$ cat src/rtl/fifo36_ctrl_pkg.sv
`default_nettype none
// +----------------------------------------------------------------------+
// | Module     : fifo36_ctrl_pkg                                         |
// | Description: Shared types and defaults for the FIFO36 reset          |
// |              sequencer / write-port arbiter.                         |
// | Revision   : 1.0                                                     |
// +----------------------------------------------------------------------+
package fifo36_ctrl_pkg;

  // Sequencer states: FIFO reset asserted, post-reset quiet time, normal use.
  typedef enum logic [1:0] {
    ST_HOLD   = 2'd0,
    ST_SETTLE = 2'd1,
    ST_RUN    = 2'd2
  } state_e;

  localparam int DEF_RST_CYCLES    = 5;
  localparam int DEF_SETTLE_CYCLES = 3;

  // Used to size the shared down-counter for whichever phase is longer.
  function automatic int max_int(input int a, input int b);
    return (a > b) ? a : b;
  endfunction

endpackage
`default_nettype wire

$ cat src/rtl/fifo36_ctrl_rr_arbiter.sv
`default_nettype none
// +----------------------------------------------------------------------+
// | Module     : rr_arbiter                                              |
// | Description: Combinational round-robin pick. Returns the first      |
// |              valid requester at or above ptr, wrapping modulo N.     |
// | Revision   : 1.0                                                     |
// +----------------------------------------------------------------------+
module rr_arbiter #(
  parameter int N = 4
) (
  input  logic [N-1:0]          valid,
  input  logic [$clog2(N)-1:0]  ptr,
  output logic [N-1:0]          grant,
  output logic [$clog2(N)-1:0]  idx
);

  localparam int            IW  = $clog2(N);
  localparam logic [IW:0]   C_N = (IW+1)'(N);

  // Walk candidates ptr, ptr+1, ... with wrap; the first valid one wins.
  // One spare bit on the candidate keeps ptr+k from overflowing before wrap.
  always_comb begin
    logic [IW:0] cand;
    logic        found;
    grant = '0;
    idx   = '0;
    found = 1'b0;
    cand  = '0;
    for (int k = 0; k < N; k++) begin
      cand = {1'b0, ptr} + (IW+1)'(k);
      if (cand >= C_N) begin
        cand = cand - C_N;
      end
      if (!found && valid[cand[IW-1:0]]) begin
        found                = 1'b1;
        grant[cand[IW-1:0]]  = 1'b1;
        idx                  = cand[IW-1:0];
      end
    end
  end

endmodule
`default_nettype wire

$ cat src/rtl/fifo36_ctrl.sv
`default_nettype none
// +----------------------------------------------------------------------+
// | Module     : fifo36_ctrl                                             |
// | Description: FIFO36E1 reset sequencer plus round-robin arbiter that  |
// |              shares the single write port between N_REQ requesters.  |
// | Revision   : 1.0                                                     |
// +----------------------------------------------------------------------+
module fifo36_ctrl
  import fifo36_ctrl_pkg::*;
#(
  parameter int N_REQ         = 4,
  parameter int DATA_WIDTH    = 72,
  parameter int RST_CYCLES    = DEF_RST_CYCLES,
  parameter int SETTLE_CYCLES = DEF_SETTLE_CYCLES
) (
  input  logic                        clk,
  input  logic                        reset,
  input  logic                        flush,
  input  logic [N_REQ-1:0]            req_valid,
  input  logic [N_REQ*DATA_WIDTH-1:0] req_bits,
  output logic [N_REQ-1:0]            req_ready,
  output logic [$clog2(N_REQ)-1:0]    grant_id,
  input  logic                        deq_rden_in,
  output logic                        fifo_rst,
  output logic                        fifo_wren,
  output logic [DATA_WIDTH-1:0]       fifo_din,
  output logic                        fifo_rden,
  input  logic                        fifo_full,
  output logic                        ctrl_ready
);

  localparam int IW    = $clog2(N_REQ);
  localparam int CNT_W = $clog2(max_int(RST_CYCLES, SETTLE_CYCLES) + 1);

  localparam logic [CNT_W-1:0] C_RST_LOAD    = CNT_W'(RST_CYCLES - 1);
  localparam logic [CNT_W-1:0] C_SETTLE_LOAD = CNT_W'(SETTLE_CYCLES - 1);
  localparam logic [IW-1:0]    C_LAST        = IW'(N_REQ - 1);

  state_e             state_q, state_d;
  logic [CNT_W-1:0]   cnt_q, cnt_d;
  logic [IW-1:0]      ptr_q, ptr_d;

  logic               in_run;
  logic               arb_en;
  logic [N_REQ-1:0]   arb_valid;
  logic [N_REQ-1:0]   arb_grant;
  logic [IW-1:0]      arb_idx;
  logic               any_grant;

  // Requests are masked before the arbiter so a blocked cycle yields no grant
  // at all; full and flush act combinationally with no registered path.
  assign in_run    = (state_q == ST_RUN);
  assign arb_en    = in_run & ~fifo_full & ~flush;
  assign arb_valid = req_valid & {N_REQ{arb_en}};
  assign any_grant = |arb_grant;

  rr_arbiter #(
    .N (N_REQ)
  ) u_arb (
    .valid (arb_valid),
    .ptr   (ptr_q),
    .grant (arb_grant),
    .idx   (arb_idx)
  );

  // Sequencer state, phase counter and round-robin pointer registers.
  always_ff @(posedge clk or posedge reset) begin
    if (reset) begin
      state_q <= ST_HOLD;
      cnt_q   <= C_RST_LOAD;
      ptr_q   <= '0;
    end else begin
      state_q <= state_d;
      cnt_q   <= cnt_d;
      ptr_q   <= ptr_d;
    end
  end

  // Next state: count down HOLD then SETTLE; flush restarts from HOLD anywhere.
  always_comb begin
    state_d = state_q;
    cnt_d   = cnt_q;
    case (state_q)
      ST_HOLD: begin
        if (cnt_q == '0) begin
          state_d = ST_SETTLE;
          cnt_d   = C_SETTLE_LOAD;
        end else begin
          cnt_d = cnt_q - CNT_W'(1);
        end
      end
      ST_SETTLE: begin
        if (cnt_q == '0) begin
          state_d = ST_RUN;
        end else begin
          cnt_d = cnt_q - CNT_W'(1);
        end
      end
      ST_RUN: begin
        state_d = ST_RUN;
      end
      default: begin
        state_d = ST_HOLD;
        cnt_d   = C_RST_LOAD;
      end
    endcase
    if (flush) begin
      state_d = ST_HOLD;
      cnt_d   = C_RST_LOAD;
    end
  end

  // Outputs and pointer update; the granted word goes out in the handshake cycle.
  always_comb begin
    fifo_rst   = (state_q == ST_HOLD);
    ctrl_ready = in_run;
    fifo_rden  = in_run & deq_rden_in;
    req_ready  = arb_grant;
    fifo_wren  = any_grant;
    grant_id   = any_grant ? arb_idx : '0;
    fifo_din   = '0;
    for (int i = 0; i < N_REQ; i++) begin
      if (arb_grant[i]) begin
        fifo_din = req_bits[i*DATA_WIDTH +: DATA_WIDTH];
      end
    end
    ptr_d = ptr_q;
    if (any_grant) begin
      ptr_d = (arb_idx == C_LAST) ? '0 : arb_idx + IW'(1);
    end
  end

endmodule
`default_nettype wire

$ cat config.mk
export PLATFORM = sky130hd
export DESIGN_NAME = fifo36_ctrl
export DESIGN_NICKNAME = d
export VERILOG_FILES = /design/src/rtl/fifo36_ctrl_pkg.sv /design/src/rtl/fifo36_ctrl_rr_arbiter.sv /design/src/rtl/fifo36_ctrl.sv
export SDC_FILE = /design/constraint.sdc
export NUM_CORES = 1
export LEC_CHECK = 0
export ABC_AREA = 1
export BUFFER_PORTS_ARGS = -buffer_cell sky130_fd_sc_hd__buf_2
export CAP_MARGIN = 20
export CORE_AREA = 4 4 144 146
export DETAILED_ROUTE_END_ITERATION = 16
export DIE_AREA = 0 0 148 150
export PLACE_DENSITY = 0.52
export SKIP_CTS_REPAIR_TIMING = 1
export SYNTH_ARGS = -nofsm -noshare
export SYNTH_HDL_FRONTEND = slang
export SYNTH_SLANG_ARGS = --single-unit
$ cat constraint.sdc
create_clock -name clk -period 3.8 [get_ports clk]
set_input_delay 0.76 -clock clk [delete_from_list [all_inputs] [get_ports clk]]
set_output_delay 0.76 -clock clk [all_outputs]
set_load 0.005 [all_outputs]
==> results of run 1 <==
[cell usage in the layout (no fill, tap or decap), drive strengths merged]
cell type,netlist,routed
o22ai,1,1
nand2,338,338
ha,11,11
a21oi,147,147
nand4,11,11
nor3,1,1
o21ai,8,8
clkbuf,0,4
dfstp,1,1
buf,56,397
diode,0,2
nor2,14,14
xnor2,1,1
inv,93,93
nand3,92,92
dfrtp,6,6
[through the flow]
stage	total power, µW	std cells	setup slack [ns]	utilization (%)
global route	6120	1392	0.0160	32.2
CTS	5480	1390	0.0763	32.1
floorplan	3620	780	0.873	-
finish	5420	1392	0.256	32.2
detailed placement	5270	1386	0.191	31.7
global placement	5270	1386	0.209	31.7
[worst paths after layout]
| path | start | end | slack (ns) | cells past startpoint |
|---|---|---|---|---|
| hold / removal | reset | state_q[0] | 0.46 | 2 |
| setup / recovery | ptr_q[1] | fifo_din[71] | 0.26 | 15 |
| setup reg to reg | ptr_q[1] | flop | 1.19 | 15 |
| max in group asynchronous | reset | cnt_q[2] | 3.07 | 2 |
| hold reg to reg | cnt_q[2] | cnt_q[2] | 0.54 | 2 |
| min in group clk | cnt_q[2] | cnt_q[2] | 0.54 | 2 |
[final cells by class]
class	count	area, µm²
flip-flops and latches	7	176
repair buffers	397	2170
diodes	2	5.00
inverters	93	352
fillers	2262	13100
well taps	265	332
clock buffers	4	78.8
multi-input cells	624	3150
[power breakdown]
group / switching, µW / internal, µW
combinational: 3040 / 2060
sequential: 18.3 / 117
clock: 41.3 / 140
[layer usage]
metal / vias up / GRT usage [%] / wire length [µm]
met5: - / 0 / 0
met4: 0 / 1.80 / 105
met3: 10 / 2.03 / 1240
met2: 183 / 28.2 / 9800
met1: 2609 / 21.2 / 8560
li1: 3170 / - / -
[logic make-up (layout without fill, tap and decap cells)]
kind of cell | after synthesis | count (layout) | synth area share, %
DFF | 7 | 7 | 4.28
other | 0 | 2 | 0
xor gates and xnor gates | 1 | 1 | 0.212
and+or+nand+nor | 456 | 456 | 46.7
buffers and inverters | 149 | 494 | 20.2
adders and majority gates | 11 | 11 | 3.34
AOI/OAI and AO/OA | 156 | 156 | 25.3
==> metrics.md, run 1 <==
| Metric | Value |
|---|---|
| Status | complete, no violations |
| Gr usage total | 15.9% |
| Area leader, netlist | nand2_1 |
| Count leader, synth | nand2_1 |
| Post-synth top cells | nand2_1 (332), inv_1 (90), nand3_1 (89) |
| DR vias | about 6000 |
| Nets@finish | between 1000 and 1500 |
| Critical setup path kind | flop to output port |
| Drt pass-1 iters | 4 |
| Fin Setup TNS | 0 ns |
| Share of cells above drive strength 1 | 43.6% |
| CTS buffer count | 3 |
| Core Region | 19400 µm² |
| Root Driver | clkbuf_16 |
| Max frequency | 282 MHz |
| Wire length per cell | 14.2 µm |
| Starting Density | 21.3% |
| Tmin final | approximately 3.5 ns |
| HPWL after DPL | 15700 µm |
| Port buffer count | 378 |
| Gr ovfl total | 0 |
| Worst-Margin Slew | 0.378 ns |
| Via density | 4.29 |
| Clock Pin Slew Worst Setup and Hold Paths | 0.04 ns |
| Placement-stage cell area | 6150 µm² |
| Post-synthesis sequential area ratio | 4.28% |
| Synth unique cells | 27 |
| Maximum fanout along the worst path | 53 |
| Die height | roughly 150 µm |
| RSZ-0062 raised after global routing | false |
| Worst Path Buf+Inv | 4 |
| MaxCap Viol Count | 0 |
| Synthesized area | ~4100 µm² |
| Leakage | 0.00396 µW |
| Htree depth | 1 |
| Routed wire length | between 15000 and 20000 µm |
| Initial antenna violation count | 2 |
| First-pass GRT wire length | 29200 µm |
| Top FF cell, synth | dfrtp_1 |
| Post-synth EDFFs | 0 |
| Period utilization | ~93% |
| Cell area power density | about 870 nW/µm² |
| Synth Instances | between 700 and 800 |
| HP Class | input port to asynchronous set/reset pin |
| Ys Warns | 0 |
| Largest net degree at the start of global routing | 64 |
| Critical path cell sequence | inv_1, ha_1, inv_1, nand3_1, nand2_2, nand2_2, nor2_2, nand3_1, nand2_4, buf_16, a21oi_1, nand2_1, nand2_1, nand2_1, buf_2 |
| Clk buf depth | 2 |
| Layout Area Growth over Synthesis | 51.7% |
| Crit path launch type | flop |
| Site Rows | 51 |
| Routed Antenna Nets | 0 |
| Delay-heaviest family, CP | simple AND/OR/NAND/NOR gates |
| Fin area | 6260 µm² |
| Worst slew margin | 74.8% |
| Maximum vdd drop | ~0.38 mV |
| Ranking of synthesized cells by area | nand2_1 (30%), a21oi_2 (14%), nand3_1 (11%) |
| Die area | 22200 µm² |
| Vias in the first global route | 5605 |
| Final Slew Violations | 0 |
| Die width | 148 µm |
| CP peak stage delay | 0.37 ns |
| Worst-Skew Late Latency | 0.23 ns |
| WP data arrival | approximately 2.8 ns |
| Final hold slack | 0.460 ns |
| Slowest cell on the critical path | dfrtp_1 |
| Syn nets | ~1100 |
| Hold Vio Cnt, Final | 0 |
| Avg Cell Area, Syn | 5.29 µm² |
| DRT iter0 DRCs | between 200 and 300 |
| GPL Wtd Cong | 0.882 |
| CP most frequent cell | nand2_1 |
| # IOs | 379 |
| Synthesis-stage register bit count | 7 |
| Top-area cell type share of the netlist area | 30.2% |
| Req. time, crit path | 3.04 ns |
| CTS tree | yes |
| DRC violations left | 0 |
| Clk_skew | 0.000276 ns |
| Crit end category | output port |
| Setup violations, final | 0 |
| Async set-or-reset flop fraction in the synthesized netlist | 100% |
| CTS Sinks | 7 |
(Power assumes the default switching activity.)
==> run 2: changes to the inputs <==
CELL_PAD_IN_SITES_DETAIL_PLACEMENT = 1   (was unset)
CELL_PAD_IN_SITES_GLOBAL_PLACEMENT = 2   (was unset)
CORE_AREA = unset   (was 4 4 144 146)
CORE_ASPECT_RATIO = 1.2   (was unset)
CORE_MARGIN = 4   (was unset)
CORE_UTILIZATION = 16   (was unset)
DIE_AREA = unset   (was 0 0 148 150)
PLACE_DENSITY = 0.84   (was 0.52)
==> metrics.md, run 2 (synthesis gave the netlist of run 1 again) <==
| Metric | Value |
|---|---|
| CTS buffer count | 3 (unchanged) |
| Initial antenna violation count | 2 (unchanged) |
| Routed Antenna Nets | 0 (unchanged) |
| Hold Vio Cnt, Final | 0 (unchanged) |
| Leakage | 0.00401 µW (+1.1%) |
| Clk buf depth | 2 (unchanged) |
| RSZ-0062 raised after global routing | false |
| MaxCap Viol Count | 0 (unchanged) |
| CP peak stage delay | 0.37 ns (about the same) |
| Wire length per cell | 15.1 µm (+7.0%) |
| R2R Setup Slk | 1.08 ns (-0.11 ns) |
| Pre-CTS WS | 0.249 ns (+0.0580 ns) |
| Crit path launch type | flop |
| Max frequency | 283 MHz (+0.37%) |
| Most common cell after layout, fill and taps aside | buf_2 |
| Clock Pin Slew Worst Setup and Hold Paths | 0.04 ns (about the same) |
| Worst-Skew Late Latency | 0.23 ns (about the same) |
| Die width | 155 µm (+4.4%) |
| # IOs | 379 (unchanged) |
| DRC violations left | 0 (unchanged) |
| HPWL after DPL | 18600 µm (+18%) |
| Gr usage total | 14.2% (-1.7 points) |
| Tmin final | 3.53 ns (-0.0130 ns) |
| Worst Path Buf+Inv | 4 (unchanged) |
| Most frequent cells in the layout | buf_2 (378), nand2_1 (330), inv_1 (90) |
| Gr ovfl total | 0 (unchanged) |
| Maximum fanout along the worst path | 21 (-60%) |
| Worst-Margin Slew | 0.314 ns (-0.0638 ns) |
| Worst slew margin | 79.1% (+4.3 points) |
| Critical path cell sequence | inv_1, ha_2, nand4_1, nand3_1, nand2_2, nand3_2, nor2_1, nor2_1, nand2_4, buf_12, buf_12, a21oi_1, nand2_1, nand2_1, nand2_1, buf_2 |
| Vias in the first global route | 6374 (+14%) |
| CTS Sinks | 7 (unchanged) |
| Fin Setup TNS | 0 ns (unchanged) |
| CP most frequent cell | nand2_1 |
| GPL Wtd Cong | 0.858 (-2.7%) |
| Nets@finish | 1442 (+0.56%) |
| Routed wire length | 22200 µm (+13%) |
| Filler cells | 3479 (+54%) |
| Maximum vdd drop | 0.392 mV (+2.5%) |
| Cell area power density | 877 nW/µm² (+1.3%) |
| Worst Slack Setup Final | 0.269 ns (+0.0130 ns) |
| Die height | 184 µm (+23%) |
| Final Slew Violations | 0 (unchanged) |
| Site Rows | 64 (+25%) |
| DRT iter0 DRCs | 169 (-32%) |
| Share of cells above drive strength 1 | 44.0% (+0.40 points) |
| Starting Density | 16.2% (-5.1 points) |
| Die area | 28400 µm² (+28%) |
| Req. time, crit path | 3.04 ns (about the same) |
| Largest net degree at the start of global routing | 50 (-22%) |
| Status | complete, no violations |
| Delay-heaviest family, CP | simple AND/OR/NAND/NOR gates |
| Setup violations, final | 0 (unchanged) |
| HP Class | input port to asynchronous set/reset pin |
| Slowest cell on the critical path | dfrtp_1 |
| Port buffer count | 378 (unchanged) |
| Crit end category | output port |
| R2r startpoint | state_q[0] |
| R2R cell count | 17 (+2) |
| Htree depth | 1 (unchanged) |
| Critical Path Stages | 16 (+1) |
| Period utilization | 92.9% (-0.34 points) |
| Layout Area Growth over Synthesis | 55.2% |
| Via density | 4.27 (-0.56%) |
| DR vias | 6246 (+4.6%) |
| First-pass GRT wire length | 33300 µm (+14%) |
| Drt pass-1 iters | 4 (unchanged) |
| CTS tree | yes |
| WP data arrival | 2.77 ns (about the same) |
| Clk_skew | 0.00204 ns (+0.00177 ns) |
| Root Driver | clkbuf_16 |
| Core Region | 25500 µm² (+31%) |
| Critical setup path kind | flop to output port |
| Pwr Total | 5610 µW (+3.6%) |
==> run 2: cell types whose count changed in the layout (fill, tap and decap cells not counted), sizes merged <==
cell,before,now
diode,2,1
buf,397,405
==> run 2: worst reg2reg max path: stages (launching register included) <==
cell and delay, ns:
dfrtp_1 0.37, inv_1 0.13, ha_2 0.33, nand4_1 0.17
nand2_1 0.14, nand2_1 0.07, nand2_2 0.12, nand3_2 0.14
nor2_1 0.13, nor2_1 0.07, nand2_4 0.09, buf_12 0.25
nor2_1 0.16, nand2_1 0.14, buf_4 0.14, nand2_1 0.04
nand2_1 0.05, nand2_1 0.05
==> run 2: cell type report <==
class,instances,area [µm²],share of cell area [%]
Tap cell,330,413,6.45
Clock buffer,4,78.8,1.23
Multi-Input combinational cell,624,3140,49.0
Inverter,93,349,5.45
Timing Repair Buffer,405,2240,35.1
Sequential cell,7,176,2.76
Antenna cell,1,2.50,0.0391
==> run 2: worst max-delay path by stage <==
stage | slack [ns] | startpoint | endpoint
after global routing | 0.03 | state_q[0] | fifo_din[61]
after global placement | 0.33 | fifo_full | grant_id[0]
after detailed placement | 0.25 | fifo_full | fifo_din[71]
final | 0.27 | state_q[0] | fifo_din[71]
after CTS | 0.13 | state_q[0] | fifo_din[71]
after floorplan | 0.87 | fifo_full | fifo_din[3]
==> run 2: through the flow <==
step / utilization, % / instances / hold slack, ns / cell area (µm²)
5_1_grt: 25.1 / 1464 / 0.503 / 6400
3_5_place_dp: 24.8 / 1459 / 0.540 / 6320
6_report: 25.1 / 1464 / 0.467 / 6400
3_3_place_gp: 24.8 / 1459 / 0.534 / 6320
2_1_floorplan: - / 780 / 0.507 / 4120
4_1_cts: 25.1 / 1463 / 0.487 / 6390
==> run 2: report_power, final <==
group	internal, µW	total [µW]	switching (µW)
clock	140	184	43.8
sequential	117	134	16.8
combinational	2150	5290	3150
==> run 2: metal layers <==
layer / GRT usage [%] / share of wire, %
met5: 0 / 0.059
met4: 3.64 / 2.4
met3: 1.95 / 5.6
met2: 26.5 / 52
met1: 17.0 / 40
==> run 3: changes to the inputs <==
CORE_MARGIN = 2   (was 4)
==> metrics.md, run 3 (synthesis gave the netlist of run 1 again) <==
| Metric | Value |
|---|---|
| Status | complete, no violations |
| Drt pass-1 iters | 4 (unchanged) |
| WP data arrival | 2.78 ns (about the same) |
| Logic gate share of total power | 94.2% (about the same) |
| Setup violations, final | 0 (unchanged) |
| DRC violations left | 0 (unchanged) |
| Crit path launch type | flop |
| Vias in the first global route | 6332 (-0.66%) |
| Share of cells above drive strength 1 | 43.6% (-0.31 points) |
| Cell area power density | 872 nW/µm² (-0.51%) |
| Period utilization | 93.2% (+0.33 points) |
| Nets@finish | 1434 (-0.55%) |
| CTS Sinks | 7 (unchanged) |
| Via density | 4.30 (+0.68%) |
| Max frequency | 282 MHz (-0.35%) |
| Placed instance count | 1451 (-0.55%) |
| Fin Setup TNS | 0 ns (unchanged) |
| Clock power frac | 3.3% (about the same) |
| Tmin final | 3.54 ns (+0.0124 ns) |
| Slowest cell on the critical path | dfrtp_1 |
| Sw Pwr | 3190 µW (-0.72%) |
| HP Class | input port to asynchronous set/reset pin |
| Htree depth | 1 (unchanged) |
| Maximum vdd drop | 0.410 mV (+4.4%) |
| Starting Density | 16.2% (+0.051 points) |
| Layout Area Growth over Synthesis | 54.1% |
| DR vias | 6250 (+0.064%) |
| Final core utilization | 25.0% (-0.11 points) |
| Net Sw Frac | 57.5% (+0.31 points) |
| CTS buffer count | 3 (unchanged) |
| Clk buf depth | 2 (unchanged) |
| Root Driver | clkbuf_16 |
| GPL Wtd Cong | 0.864 (+0.79%) |
| Clock Pin Slew Worst Setup and Hold Paths | 0.04 ns (about the same) |
| Hold Vio Cnt, Final | 0 (unchanged) |
| Req. time, crit path | 3.04 ns (about the same) |
| Gr usage total | 14.5% (+0.34 points) |
| Filler cells | 3457 (-0.63%) |
| CTS tree | yes |
| Wire length per cell | 14.4 µm (-4.8%) |
| Core Region | 25400 µm² (-0.31%) |
| Delay-heaviest family, CP | simple AND/OR/NAND/NOR gates |
| Non-filler instance count after layout | 1455 (-0.61%) |
| Initial antenna violation count | 0 (-2) |
| DRT iter0 DRCs | 162 (-4.1%) |
| Antenna Cells | 0 (-1) |
| CP most frequent cell | nand2_1 |
| Port buffer count | 378 (unchanged) |
| Die height | 180 µm (-2.2%) |
| Leakage | 0.00396 µW (-1.0%) |
| Placement-stage cell area | 6260 µm² (-0.95%) |
| CP peak stage delay | 0.38 ns (about the same) |
| Final Slew Violations | 0 (unchanged) |
| Site Rows | 64 (unchanged) |
| RSZ-0062 raised after global routing | false |
| Most frequent cells in the layout | buf_2 (378), nand2_1 (330), inv_1 (89), nand3_1 (89), a21oi_1 (79) |
| Final hold slack | 0.447 ns (-0.0206 ns) |
| MaxCap Viol Count | 0 (unchanged) |
| Routed wire length | 21000 µm (-5.4%) |
| Worst-Skew Late Latency | 0.23 ns (about the same) |
| First-pass GRT wire length | 32300 µm (-3.2%) |
| Worst Path Buf+Inv | 5 (+1) |
| Maximum fanout along the worst path | 29 (+38%) |
| Die width | 151 µm (-2.6%) |
| HPWL after DPL | 17100 µm (-8.1%) |
| Fin area | 6350 µm² (-0.76%) |
| Clk_skew | 0.00200 ns (-0.0000433 ns) |
| Worst-Margin Slew | 0.376 ns (+0.0622 ns) |
| Die area | 27100 µm² (-4.7%) |
| Gr ovfl total | 0 (unchanged) |
| Critical setup path kind | flop to output port |
| Most common cell after layout, fill and taps aside | buf_2 |
| Worst slew margin | 74.9% (-4.1 points) |
| Sequential group share of total power | 2.5% (about the same) |
| Routed Antenna Nets | 0 (unchanged) |
| Critical path cell sequence | inv_2, ha_1, inv_1, nand3_1, nand2_2, nand2_2, nor3_4, nand2_1, nand2_4, buf_12, buf_6, a21oi_1, nand2_1, nand2_1, buf_2 |
| # IOs | 379 (unchanged) |
| Largest net degree at the start of global routing | 77 (+54%) |
| Crit end category | output port |
| Internal | 2350 µW (-2.0%) |
[run 3: layout make-up]
| cell class | instances | area (µm²) | area share (%) |
|---|---|---|---|
| inverters | 93 | 349 | 5.50 |
| repair buffers | 397 | 2190 | 34.5 |
| flip-flops and latches | 7 | 176 | 2.78 |
| multi-input cells | 624 | 3150 | 49.5 |
| well taps | 330 | 413 | 6.50 |
| clock buffers | 4 | 78.8 | 1.24 |
[run 3: through the flow]
step | total power, µW | worst slack, ns
after global routing | 6280 | 0.0148
final | 5540 | 0.257
after floorplan | 3620 | 0.873
after detailed placement | 5430 | 0.252
after global placement | 5360 | 0.296
after CTS | 5640 | 0.0854
[run 3: path summary, 6_finish.rpt]
path / start / slack (ns) / cells past startpoint / endpoint
worst max-delay path: flop / 0.26 / 15 / fifo_din[51]
worst min-delay path: reset / 0.45 / 2 / cnt_q[0]
worst max register to register: flop / 1.20 / 16 / flop
worst min register to register: cnt_q[2] / 0.54 / 2 / cnt_q[2]
max in group asynchronous: reset / 3.09 / 2 / cnt_q[2]
min in group clk: cnt_q[2] / 0.54 / 2 / cnt_q[2]
[run 3: layer usage]
metal	part of all wire, %	global-route usage (%)	routed length (µm)	vias up
li1	-	-	-	3162
met1	39	16.9	8230	2868
met2	53	27.9	11100	193
met3	6.5	1.90	1360	27
met4	1.6	2.64	345	0
met5	0	0	0	-
[run 3: power by group through the flow]
stage | Combinational [µW] | Clock [µW] | Sequential (µW)
3_3_place_gp | 5220 | 0 | 133
4_1_cts | 5320 | 186 | 135
3_5_place_dp | 5300 | 0 | 135
2_1_floorplan | 3470 | 0 | 145
5_1_grt | 5950 | 189 | 142
6_report | 5220 | 182 | 137
